<file path="src/rtl/sa_result_drain.sv">
// Captures one full (or flushed partial) result tile from the systolic array core, acks it with a single rread pulse,
// then streams the valid columns in ascending order on a valid/ready port; m_ready low freezes the current beat.
module sa_result_drain #(
    parameter int ROWS     = 8,
    parameter int OUTWIDTH = 32
) (
    input  logic                    clk,
    input  logic                    rstn,
    input  logic [OUTWIDTH-1:0]     r_in [0:ROWS-1],
    input  logic [0:ROWS-1]         rv_in,
    input  logic                    flush,
    output logic                    rread,
    output logic                    m_valid,
    input  logic                    m_ready,
    output logic [OUTWIDTH-1:0]     m_data,
    output logic [$clog2(ROWS)-1:0] m_col,
    output logic                    m_last,
    output logic                    busy
);
    localparam int COLW = $clog2(ROWS);

    typedef enum logic [1:0] {IDLE, ACK, SEND} state_t;

    state_t              state;
    state_t              state_nxt;
    logic [OUTWIDTH-1:0] tile_buf [0:ROWS-1];
    logic [ROWS-1:0]     mask;
    logic [ROWS-1:0]     low_bit;
    logic [COLW-1:0]     col;
    logic                last;
    logic                capture;

    // A flush with no valid columns is a no-op; all-ones wins regardless of flush.
    assign capture = (state == IDLE) && ((&rv_in) || (flush && (|rv_in)));

    // Isolate the lowest pending column; it is the final beat when nothing else is set.
    assign low_bit = mask & (~mask + ROWS'(1));
    assign last    = ((mask & ~low_bit) == '0);

    always_comb begin
        col = '0;
        for (int i = ROWS - 1; i >= 0; i--) begin
            if (mask[i]) col = COLW'(i);
        end
    end

    always_ff @(posedge clk) begin
        if (!rstn) state <= IDLE;
        else       state <= state_nxt;
    end

    always_comb begin
        state_nxt = state;
        rread     = 1'b0;
        m_valid   = 1'b0;
        m_data    = '0;
        m_col     = '0;
        m_last    = 1'b0;
        busy      = 1'b0;
        case (state)
            IDLE: begin
                if (capture) state_nxt = ACK;
            end
            ACK: begin
                rread     = 1'b1;
                busy      = 1'b1;
                state_nxt = SEND;
            end
            SEND: begin
                busy    = 1'b1;
                m_valid = 1'b1;
                m_data  = tile_buf[col];
                m_col   = col;
                m_last  = last;
                if (m_ready && last) state_nxt = IDLE;
            end
            default: state_nxt = IDLE;
        endcase
    end

    always_ff @(posedge clk) begin
        if (!rstn) begin
            mask <= '0;
            for (int i = 0; i < ROWS; i++) tile_buf[i] <= '0;
        end else if (capture) begin
            for (int i = 0; i < ROWS; i++) begin
                tile_buf[i] <= r_in[i];
                mask[i]     <= rv_in[i];
            end
        end else if (state == SEND && m_ready) begin
            mask <= mask & ~low_bit;
        end
    end

endmodule

</file>
<file path="config.mk">
export PLATFORM = sky130hd
export DESIGN_NAME = sa_result_drain
export DESIGN_NICKNAME = d
export VERILOG_FILES = /design/src/rtl/sa_result_drain.sv
export SDC_FILE = /design/constraint.sdc
export NUM_CORES = 1
export LEC_CHECK = 0
export ABC_CLOCK_PERIOD_IN_PS = 18100
export CAP_MARGIN = 20
export CORE_ASPECT_RATIO = 0.5
export CORE_UTILIZATION = 30
export CTS_CLUSTER_SIZE = 28
export DETAILED_ROUTE_END_ITERATION = 10
export DONT_BUFFER_PORTS = 1
export PLACE_DENSITY_LB_ADDON = 0.3
export RECOVER_POWER = 25
export SLEW_MARGIN = 30
export SYNTH_ARGS = -nofsm -noshare
export SYNTH_HDL_FRONTEND = slang
export SYNTH_SLANG_ARGS = --single-unit
</file>
<file path="constraint.sdc">
create_clock -name clk -period 18.1 [get_ports clk]
set_clock_uncertainty 0.05 [all_clocks]
set_input_delay 1.81 -clock clk [delete_from_list [all_inputs] [get_ports clk]]
set_output_delay 1.81 -clock clk [all_outputs]
set_load 0.02 [all_outputs]
</file>
### After elaboration in Yosys (flattened, before gate mapping)

Memories as Yosys holds them, arrays and structs flattened.
Index checks and enable logic that the tools add are counted.
W data, S select, Z words.

| storage, ports and cells | value |
|---|---|
| bits in registers | 10 |
| bits in writable memories | 256 |
| bits of input ports | 268 |
| output and inout port bits | 39 |
| logic and storage cells | 63 |
| memories kept | 1 |

| cells by class | value |
|---|---|
| $add $sub $neg | 1 |
| equal/unequal tests | 4 |
| multiplexer cells | 31 |
| bitwise logic cells | 12 |
| reduce and logical (&&, ||, !) cells | 12 |

Memory list:

| memory | words | width | read ports | clocked after Yosys merged registers in | write ports | line | text |
|---|---|---|---|---|---|---|---|
| tile_buf | 8 | 32 | 1 | 0 | 8 | 26 | `logic [OUTWIDTH-1:0] tile_buf [0:ROWS-1];` |

Operators with widths:

| cell | count |
|---|---|
| $mux W32 | 9 |
| $mux W3 | 9 |
| $and A8 B8 Y8 | 2 |
| $mux W8 | 2 |
| $not A8 Y8 | 2 |
| $add A8 B1 Y8 const B | 1 |
| $logic_not A8 Y1 | 1 |
| $mux W1 | 8 |
| $or A1 B1 Y1 | 8 |
| $reduce_and A8 Y1 | 1 |
| $reduce_or A8 Y1 | 1 |
| $pmux W2 S3 | 1 |
| $logic_and A1 B1 Y1 | 4 |
| $mux W2 | 2 |
| $ne A2 B2 Y1 const B | 2 |
| $eq A2 B1 Y1 const B | 1 |
| $eq A2 B2 Y1 const B | 1 |
| $logic_not A2 Y1 | 1 |
| $reduce_and A2 Y1 | 1 |
| $reduce_bool A2 Y1 | 1 |
| $reduce_or A2 Y1 | 1 |
| $logic_or A1 B1 Y1 | 1 |

### Longest topological paths before layout

Gate-level depths: netlist (run 1).
An unclocked memory read counts as a cell.

| depth | value |
|---|---|
| depth in word-level cells | 10 |
| gate-level depth with buffers | 8 |
| gate-level depth less buffers | 6 |

### Worst setup path before layout (run 1)

OpenSTA, ideal clock, no wires.

| timing | value |
|---|---|
| path type | input -> register |
| start point | in rv_in[1] (netlist bit) |
| end point | mem tile_buf[0][0] (enable) |
| library setup time | 0.609 ns |
| arrival time | 7.385 ns |
| data required time | 17.441 ns |
| slack | 10.056 ns |
| cell stages on the path | 5 |
| buffers on the path | 0 |
| path through | nand4_1 > o21bai_1 > a22oi_1 > o21a_1 > inv_1 |

RTL lines:

| what | line | text |
|---|---|---|
| start, declared | 10 | `input logic [0:ROWS-1] rv_in,` |
| end, declared | 26 |  |

==> results of run 1 <==
-- cell usage after synthesis, types with 2 or more instances --
| master | instances |
|---|---|
| clkbuf_1 | 31 |
| ha_1 | 3 |
| nor2_1 | 5 |
| mux4_2 | 59 |
| a211o_1 | 2 |
| a22oi_1 | 2 |
| inv_1 | 5 |
| buf_12 | 3 |
| o21a_1 | 2 |
| o21ai_0 | 3 |
| a21oi_1 | 2 |
| nor3_1 | 3 |
| edfxtp_1 | 256 |
| mux4_1 | 5 |
| buf_2 | 15 |
| a22o_1 | 32 |
| dfxtp_1 | 10 |
| and2_1 | 258 |
| a32o_1 | 5 |
| buf_6 | 4 |
| o2bb2ai_1 | 3 |
| nand3_1 | 3 |
| nand2_1 | 5 |
-- power by group --
| part | leakage, uW | switching [uW] | internal [uW] | total (uW) |
|---|---|---|---|---|
| Sequential | 0.00286 | 24.6 | 782 | 807 |
| Clock | 0.000404 | 236 | 303 | 539 |
| Combinational | 0.00143 | 148 | 127 | 276 |
-- stage by stage --
| step | area, sq um | util | power (uW) |
|---|---|---|---|
| 2_1_floorplan | 12020 | - | 1053 |
| 3_3_place_gp | 12500 | 0.3190 | 1090 |
| 3_5_place_dp | 12510 | 0.3192 | 1098 |
| 4_1_cts | 13340 | 0.3406 | 1640 |
| 5_1_grt | 13370 | 0.3412 | 1691 |
| 6_report | 13370 | 0.3413 | 1621 |
-- logic make-up after synthesis --
kind of cell	Yosys count
adder cells (fa/ha/maj)	3
buffers and inverters	59
AND/OR/NAND/NOR	285
flip-flops	266
multiplexers	65
AO/OA/AOI/OAI	62
-- layout make-up --
type / count / area [sq um] / area share
clock inverters: 17 / 140.1 / 0.01048
multi-input cells: 415 / 3845 / 0.2875
well taps: 530 / 663.1 / 0.04959
flip-flops and latches: 266 / 7888 / 0.5898
diodes: 16 / 40.04 / 0.002994
repair buffers: 9 / 75.07 / 0.005614
clock buffers: 33 / 698.2 / 0.05221
inverters: 6 / 23.77 / 0.001778
-- routing by layer --
layer	wire length [um]	vias up	share of wire
met5	13	-	0.00044
met4	943	2	0.032
met3	1172	61	0.039
met2	16360	137	0.55
met1	11210	3155	0.38
li1	-	2778	-
-- critical path, delay by kind of cell --
family / cells / cell delay (ps)
buffers and inverters: 2 / 5540
AO/OA/AOI/OAI: 2 / 650
AND/OR/NAND/NOR: 2 / 340
-- sequential cells by signal, summed over array words and instances, names as in the netlist --
| signal | cells |
|---|---|
| mask | 8 |
| state | 2 |
| tile_buf | 256 |
-- path summary, 6_finish.rpt --
check | to
min | state[1]$_SDFFE_PN0P_
min reg2reg | state[1]$_SDFFE_PN0P_
max reg2reg | tile_buf[3][20]$_SDFFCE_PN0P_
max | tile_buf[3][20]$_SDFFCE_PN0P_
==> metrics.txt, run 1 <==
Layout Nets=996; failing checks=max-capacitance violations, max-slew violations; GRT Max-Usage Layer=met2; asr flop ratio synth=0; post-route minimum period=8271 ps; fill count=3784; top cells by area, synth=edfxtp_1 (64%), and2_1 (13%), mux4_2 (11%), a22o_1 (2.3%), dfxtp_1 (1.7%); RSZ-0062 raised after global routing=no; Clock Latency Late Sink=between 500 and 600 ps; Setup Buffers After CTS=0; Final period util=0.4570; Worst setup EP type=flip-flop; Yosys top cell by area=edfxtp_1; Cells after DPL=1226; clk root buf=clkbuf_16; simple-gate area share of the yosys netlist=0.1469; FF+latch count, synth=266; average instance area after synthesis=16.25 sq um; worst hold slack=437.0 ps; post-CTS sizing=0; largest net degree at the start of global routing=150; Worst Max-Slew Pin Slew=between 5000 and 6000 ps; post-synth top area share=0.6394; FMAX=approximately 120 MHz; DRC errors left=0; largest family of logic cells by synthesized area=simple AND/OR/NAND/NOR gates; vias per cell=approximately 4.7; setup TNS=0 ps; hold_sp=state[1]$_SDFFE_PN0P_; Routed WL=~30000 um; Hold WC Path Type=reg -> reg; Final setup viols=0; r2r worst-path depth=6; most common cell after layout, fill and taps aside=edfxtp_1; row count=51; Starting Density=0.3069; Worst path max stage delay=3760 ps; Overall Global Routing Usage=0.1399; IO Pins=307; Final Max Slew Viols=170; clock tree sinks=266; vias post-DR=6133; met1 Track Usage GR=0.1560; critical path data arrival time=approximately 8400 ps; Netlist cell types=47; Critical Path Start=rv_in[5]; Post-synth EDFFs=roughly 260; non-filler cells in the finished layout=1292; CP cell instances=nor4_1 > nand2_1 > a22oi_1 > o21a_1 > clkinvlp_2 > buf_4; Critical Path Start Type=input port; Final Hold Viols=0; max_cap viols=2; vias in the first global route=6444; met2 Usage GRT=0.2578; grt total ovfl=0; Post-Synth Adder-Cell Area=0.003122; initial antenna violation count=21; Horiz. Die Dim=285.1 um; TritonCTS clock tree=built; Syn-to-layout area delta=11.23%; flop2flop setup slack=11050 ps; Worst Slack Setup Final=9829 ps; Ys Warns=0; status=finished, violations left; post-synthesis mux area share=0.1223; H-tree Lvls=1; maximum VDD drop=0.05091 mV; sequential-to-total area share from yosys stat=0.6561; drt initial violations=just over 400; Synth Area in Compound Gates=0.04506; Syn Std Cell Area=12020 sq um; drt first pass iters=4; DR WL/cell=22.99 um; maximum buffer depth of the clock tree=3; critical-path maximum fanout=between 100 and 150; cell count after synthesis=740; cts hold-fix bufs=0; die height=143.6 um; Slowest-stage cell, CP=clkinvlp_2; Num CTS Buffers=27; Slew headroom=-2.363; leakage power=approximately 0.0047 uW; pwr dens=121.2 nW/um^2; most frequent cells in the layout=edfxtp_1 (256), and2_1 (201), mux4_2 (59); dpl hpwl=19870 um; pre-CTS setup slack=13120 ps; first-pass GRT wire length=roughly 42000 um; CTS clk-pin slew, worst paths=60 ps; worst endpoint required time=18220 ps; I/O Buffers=0; Most used DFF post-synth=edfxtp_1; grt met3 use=0.03286; Critical R2R Launch=state[0]$_SDFFE_PN0P_; Post-Synth XOR/XNOR Area=0; number of routed nets with antenna violations=0; share of cells above drive strength 1=0.1609; WS Path Type=in -> reg; Core ar.=39180 sq um; gpl congestion=0.7754; Worst Hold Depth=2; die area=40930 sq um; syn_nets=1011
(Power assumes the default switching activity.)
==> inputs of run 2 (changes only) <==
Settings changed: ABC_CLOCK_PERIOD_IN_PS 18100 to 8000.
Clock period 18.1 ns to 8 ns, I/O delays scaled along.
==> metrics.txt, run 2 (synthesis results as in run 1) <==
drt first pass iters=5 (+1); Num CTS Buffers=27 (unchanged); TritonCTS clock tree=built; I/O Buffers=0 (unchanged); max reg flops=256 (unchanged); Hold WC Path Type=in -> reg; CP cell instances=nor4_1 > nand2_1 > a22oi_1 > o21a_1 > clkinvlp_2 > buf_16 > buf_6; family with the most delay on the worst path=buffers and inverters; area of the multi-input gates=3845 sq um (unchanged); Slew headroom=-0.6758 (+1.688); fill count=3791 (+0.18%); Worst path max stage delay=1490 ps (-2270 ps); Layout Nets=998 (+0.20%); FMAX=about 220 MHz; worst endpoint required time=8100 ps (-10120 ps); DRC errors left=0 (unchanged); RSZ-0062 raised after global routing=no; row count=51 (unchanged); Final period util=0.5781; number of routed nets with antenna violations=0 (unchanged); Worst Path Buf+Inv=3 (+1); failing checks=max-capacitance violations, max-slew violations; gpl congestion=0.8060 (+3.9%); pwr dens=275.6 nW/um^2 (+130%); post-route minimum period=about 4600 ps; Clock Latency Late Sink=530 ps (about the same); Final Max Slew Viols=163 (-4.1%); H-tree Lvls=1 (unchanged); largest register by flop count=tile_buf; Critical Path Start Type=input port; Final Hold Viols=0 (unchanged); die area=40930 sq um (unchanged); Routed WL=29460 um (-0.80%); initial antenna violation count=22 (+4.8%); most frequent cells in the layout=edfxtp_1 (256), and2_1 (201), mux4_2 (59); Overall Global Routing Usage=0.1394 (-0.0005668); IO Pins=307 (unchanged); Syn-to-layout area delta=11.74%; largest net degree at the start of global routing=172 (+15%); Core ar.=39180 sq um (unchanged); hold_sp=rv_in[1]; sequential cell area=7888 sq um (unchanged); first-pass GRT wire length=42170 um (about the same); setup TNS=0 ps (unchanged); vias in the first global route=6509 (+1.0%); post-CTS sizing=0 (unchanged); dpl hpwl=20130 um (+1.3%); Area after DPL=12510 sq um (about the same); Final setup viols=0 (unchanged); maximum VDD drop=0.09481 mV (+86%); Largest regs=tile_buf x256, mask x8, state x2; WS Path Type=in -> reg; die height=143.6 um (unchanged); critical-path maximum fanout=129 (+11%); Critical Path Start=rv_in[5]; status=finished, violations left; DR WL/cell=22.78 um (-0.88%); vias per cell=4.795 (+1.0%); Horiz. Die Dim=285.1 um (unchanged); vias post-DR=6200 (+1.1%); clk root buf=clkbuf_16; most common cell after layout, fill and taps aside=edfxtp_1; Setup Buffers After CTS=0 (unchanged); Slowest-stage cell, CP=clkinvlp_2; CTS clk-pin slew, worst paths=60 ps (about the same); drt initial violations=408 (+0.25%); Starting Density=0.3069 (unchanged); leakage power=0.004736 uW (+0.71%); Critical R2R Launch=state[0]$_SDFFE_PN0P_; cts hold-fix bufs=0 (unchanged); grt total ovfl=0 (unchanged); clock tree sinks=266 (unchanged); max_cap viols=3 (+1); critical path data arrival time=4730 ps (-3660 ps); Worst setup EP type=flip-flop; Worst Max-Slew Pin Slew=2514 ps (-2504 ps); share of cells above drive strength 1=0.1595 (-0.001340); Final Instance Area=13430 sq um (+0.46%); maximum buffer depth of the clock tree=3 (unchanged)
## run 2: changes by cell type in the layout (fill, tap and decap cells not counted), moves of 2 or more
cell / change
clkinv_2: -2
bufinv_16: +2
buf_6: -2
clkinvlp_4: -2
buf_4: +2
clkinv_1: +3
clkbuf_1: -2
## run 2: final timing paths
| path | to | slack, ps | depth (start not counted) |
|---|---|---|---|
| hold / removal | mask[1]$_SDFFE_PN0P_ | 340 | 1 |
| setup / recovery | tile_buf[2][6]$_SDFFCE_PN0P_ | 3380 | 7 |
| setup reg to reg | tile_buf[2][6]$_SDFFCE_PN0P_ | 3630 | 7 |
| hold reg to reg | state[1]$_SDFFE_PN0P_ | 430 | 2 |
## run 2: layout make-up
class                   count  area share
flip-flops and latches    266      0.5871
multi-input cells         415      0.2862
clock buffers              30     0.05113
well taps                 530     0.04936
clock inverters            18     0.01388
repair buffers             11    0.007358
diodes                     17    0.003167
inverters                   6    0.001770
## run 2: through the flow
step           hold slack, ps  utilization  setup slack, ps  cells  power, uW
3_5_place_dp            425.3       0.3194             4051   1227       2482
2_1_floorplan           401.5            -            966.4    740       2382
5_1_grt                 328.1       0.3426             2938   1288       3856
6_report                335.8       0.3429             3375   1293       3703
3_3_place_gp            412.1       0.3192             4029   1227       2465
4_1_cts                 307.7       0.3417             3487   1275       3749
## run 2: per-layer routing
layer	part of all wire	routed length [um]	GRT usage	vias up
met2	0.56	16550	0.2662	157
met3	0.040	1190	0.02841	71
met1	0.36	10700	0.1545	3174
met5	0.0017	49	0	-
met4	0.033	971	0.04785	8
li1	-	-	-	2790
## run 2: report_power, final
part | switching [uW] | internal, uW | leakage, uW
sequential | 55.6 | 1760 | 0.00286
clock | 522 | 743 | 0.000425
combinational | 333 | 292 | 0.00145
==> inputs of run 3 (changes only) <==
Settings changed: ABC_CLOCK_PERIOD_IN_PS 8000 to 3850.
Clock period 8 ns to 3.85 ns, I/O delays scaled along.
==> metrics.txt, run 3 <==
Log Error=[ERROR RSZ-0060] Max buffer count reached.; cts hold-fix bufs=256 (+256); post-CTS sizing=0 (unchanged); post-synth top area share=0.6394 (unchanged); Netlist cell types=47 (unchanged); H-tree Lvls=1 (unchanged); Synth Area in Compound Gates=0.04506 (unchanged); Syn Std Cell Area=12020 sq um (unchanged); Post-Synth XOR/XNOR Area=0 (unchanged); FF+latch count, synth=266 (unchanged); Fail Step=clock tree synthesis; clk root buf=clkbuf_16; Area after DPL=12580 sq um (+0.54%); Post-Synth Adder-Cell Area=0.003122 (unchanged); Num CTS Buffers=27 (unchanged); dpl hpwl=20110 um (about the same); cell count after synthesis=740 (unchanged); die height=143.6 um (unchanged); clock tree sinks=266 (unchanged); top cells by area, synth=edfxtp_1 (64%), and2_1 (13%), mux4_2 (11%), a22o_1 (2.3%), dfxtp_1 (1.7%); sequential-to-total area share from yosys stat=0.6561 (unchanged); average instance area after synthesis=16.25 sq um (unchanged); maximum buffer depth of the clock tree=3 (unchanged); status=did not finish; IO Pins=307 (unchanged); Post-synth EDFFs=256 (unchanged); Starting Density=0.3069 (unchanged); row count=51 (unchanged); Setup Buffers After CTS=0 (unchanged); Synth top cells by count=and2_1 (258), edfxtp_1 (256), mux4_2 (59), a22o_1 (32), clkbuf_1 (31); syn_nets=1011 (unchanged); asr flop ratio synth=0 (unchanged); Most used DFF post-synth=edfxtp_1; simple-gate area share of the yosys netlist=0.1469 (unchanged); Horiz. Die Dim=285.1 um (unchanged); gpl congestion=0.7561 (-6.2%); post-synthesis mux area share=0.1223 (unchanged); largest family of logic cells by synthesized area=simple AND/OR/NAND/NOR gates; I/O Buffers=0 (unchanged); Ys Warns=0 (unchanged); most frequent cell after synthesis=and2_1; Yosys top cell by area=edfxtp_1
## run 3: logic make-up after synthesis
kind of cell             count (synthesis)
buffers and inverters                   59
AND/OR/NAND/NOR                        285
multiplexers                            65
adder cells (fa/ha/maj)                  3
flip-flops                             266
AO/OA/AOI/OAI                           62
## run 3: through the flow
| step | std cells | hold WS [ps] | setup WS [ps] |
|---|---|---|---|
| after floorplan | 740 | 401.5 | -1535 |
| after global placement | 1228 | 411.4 | 911.1 |
| after detailed placement | 1228 | 430.3 | 861.5 |
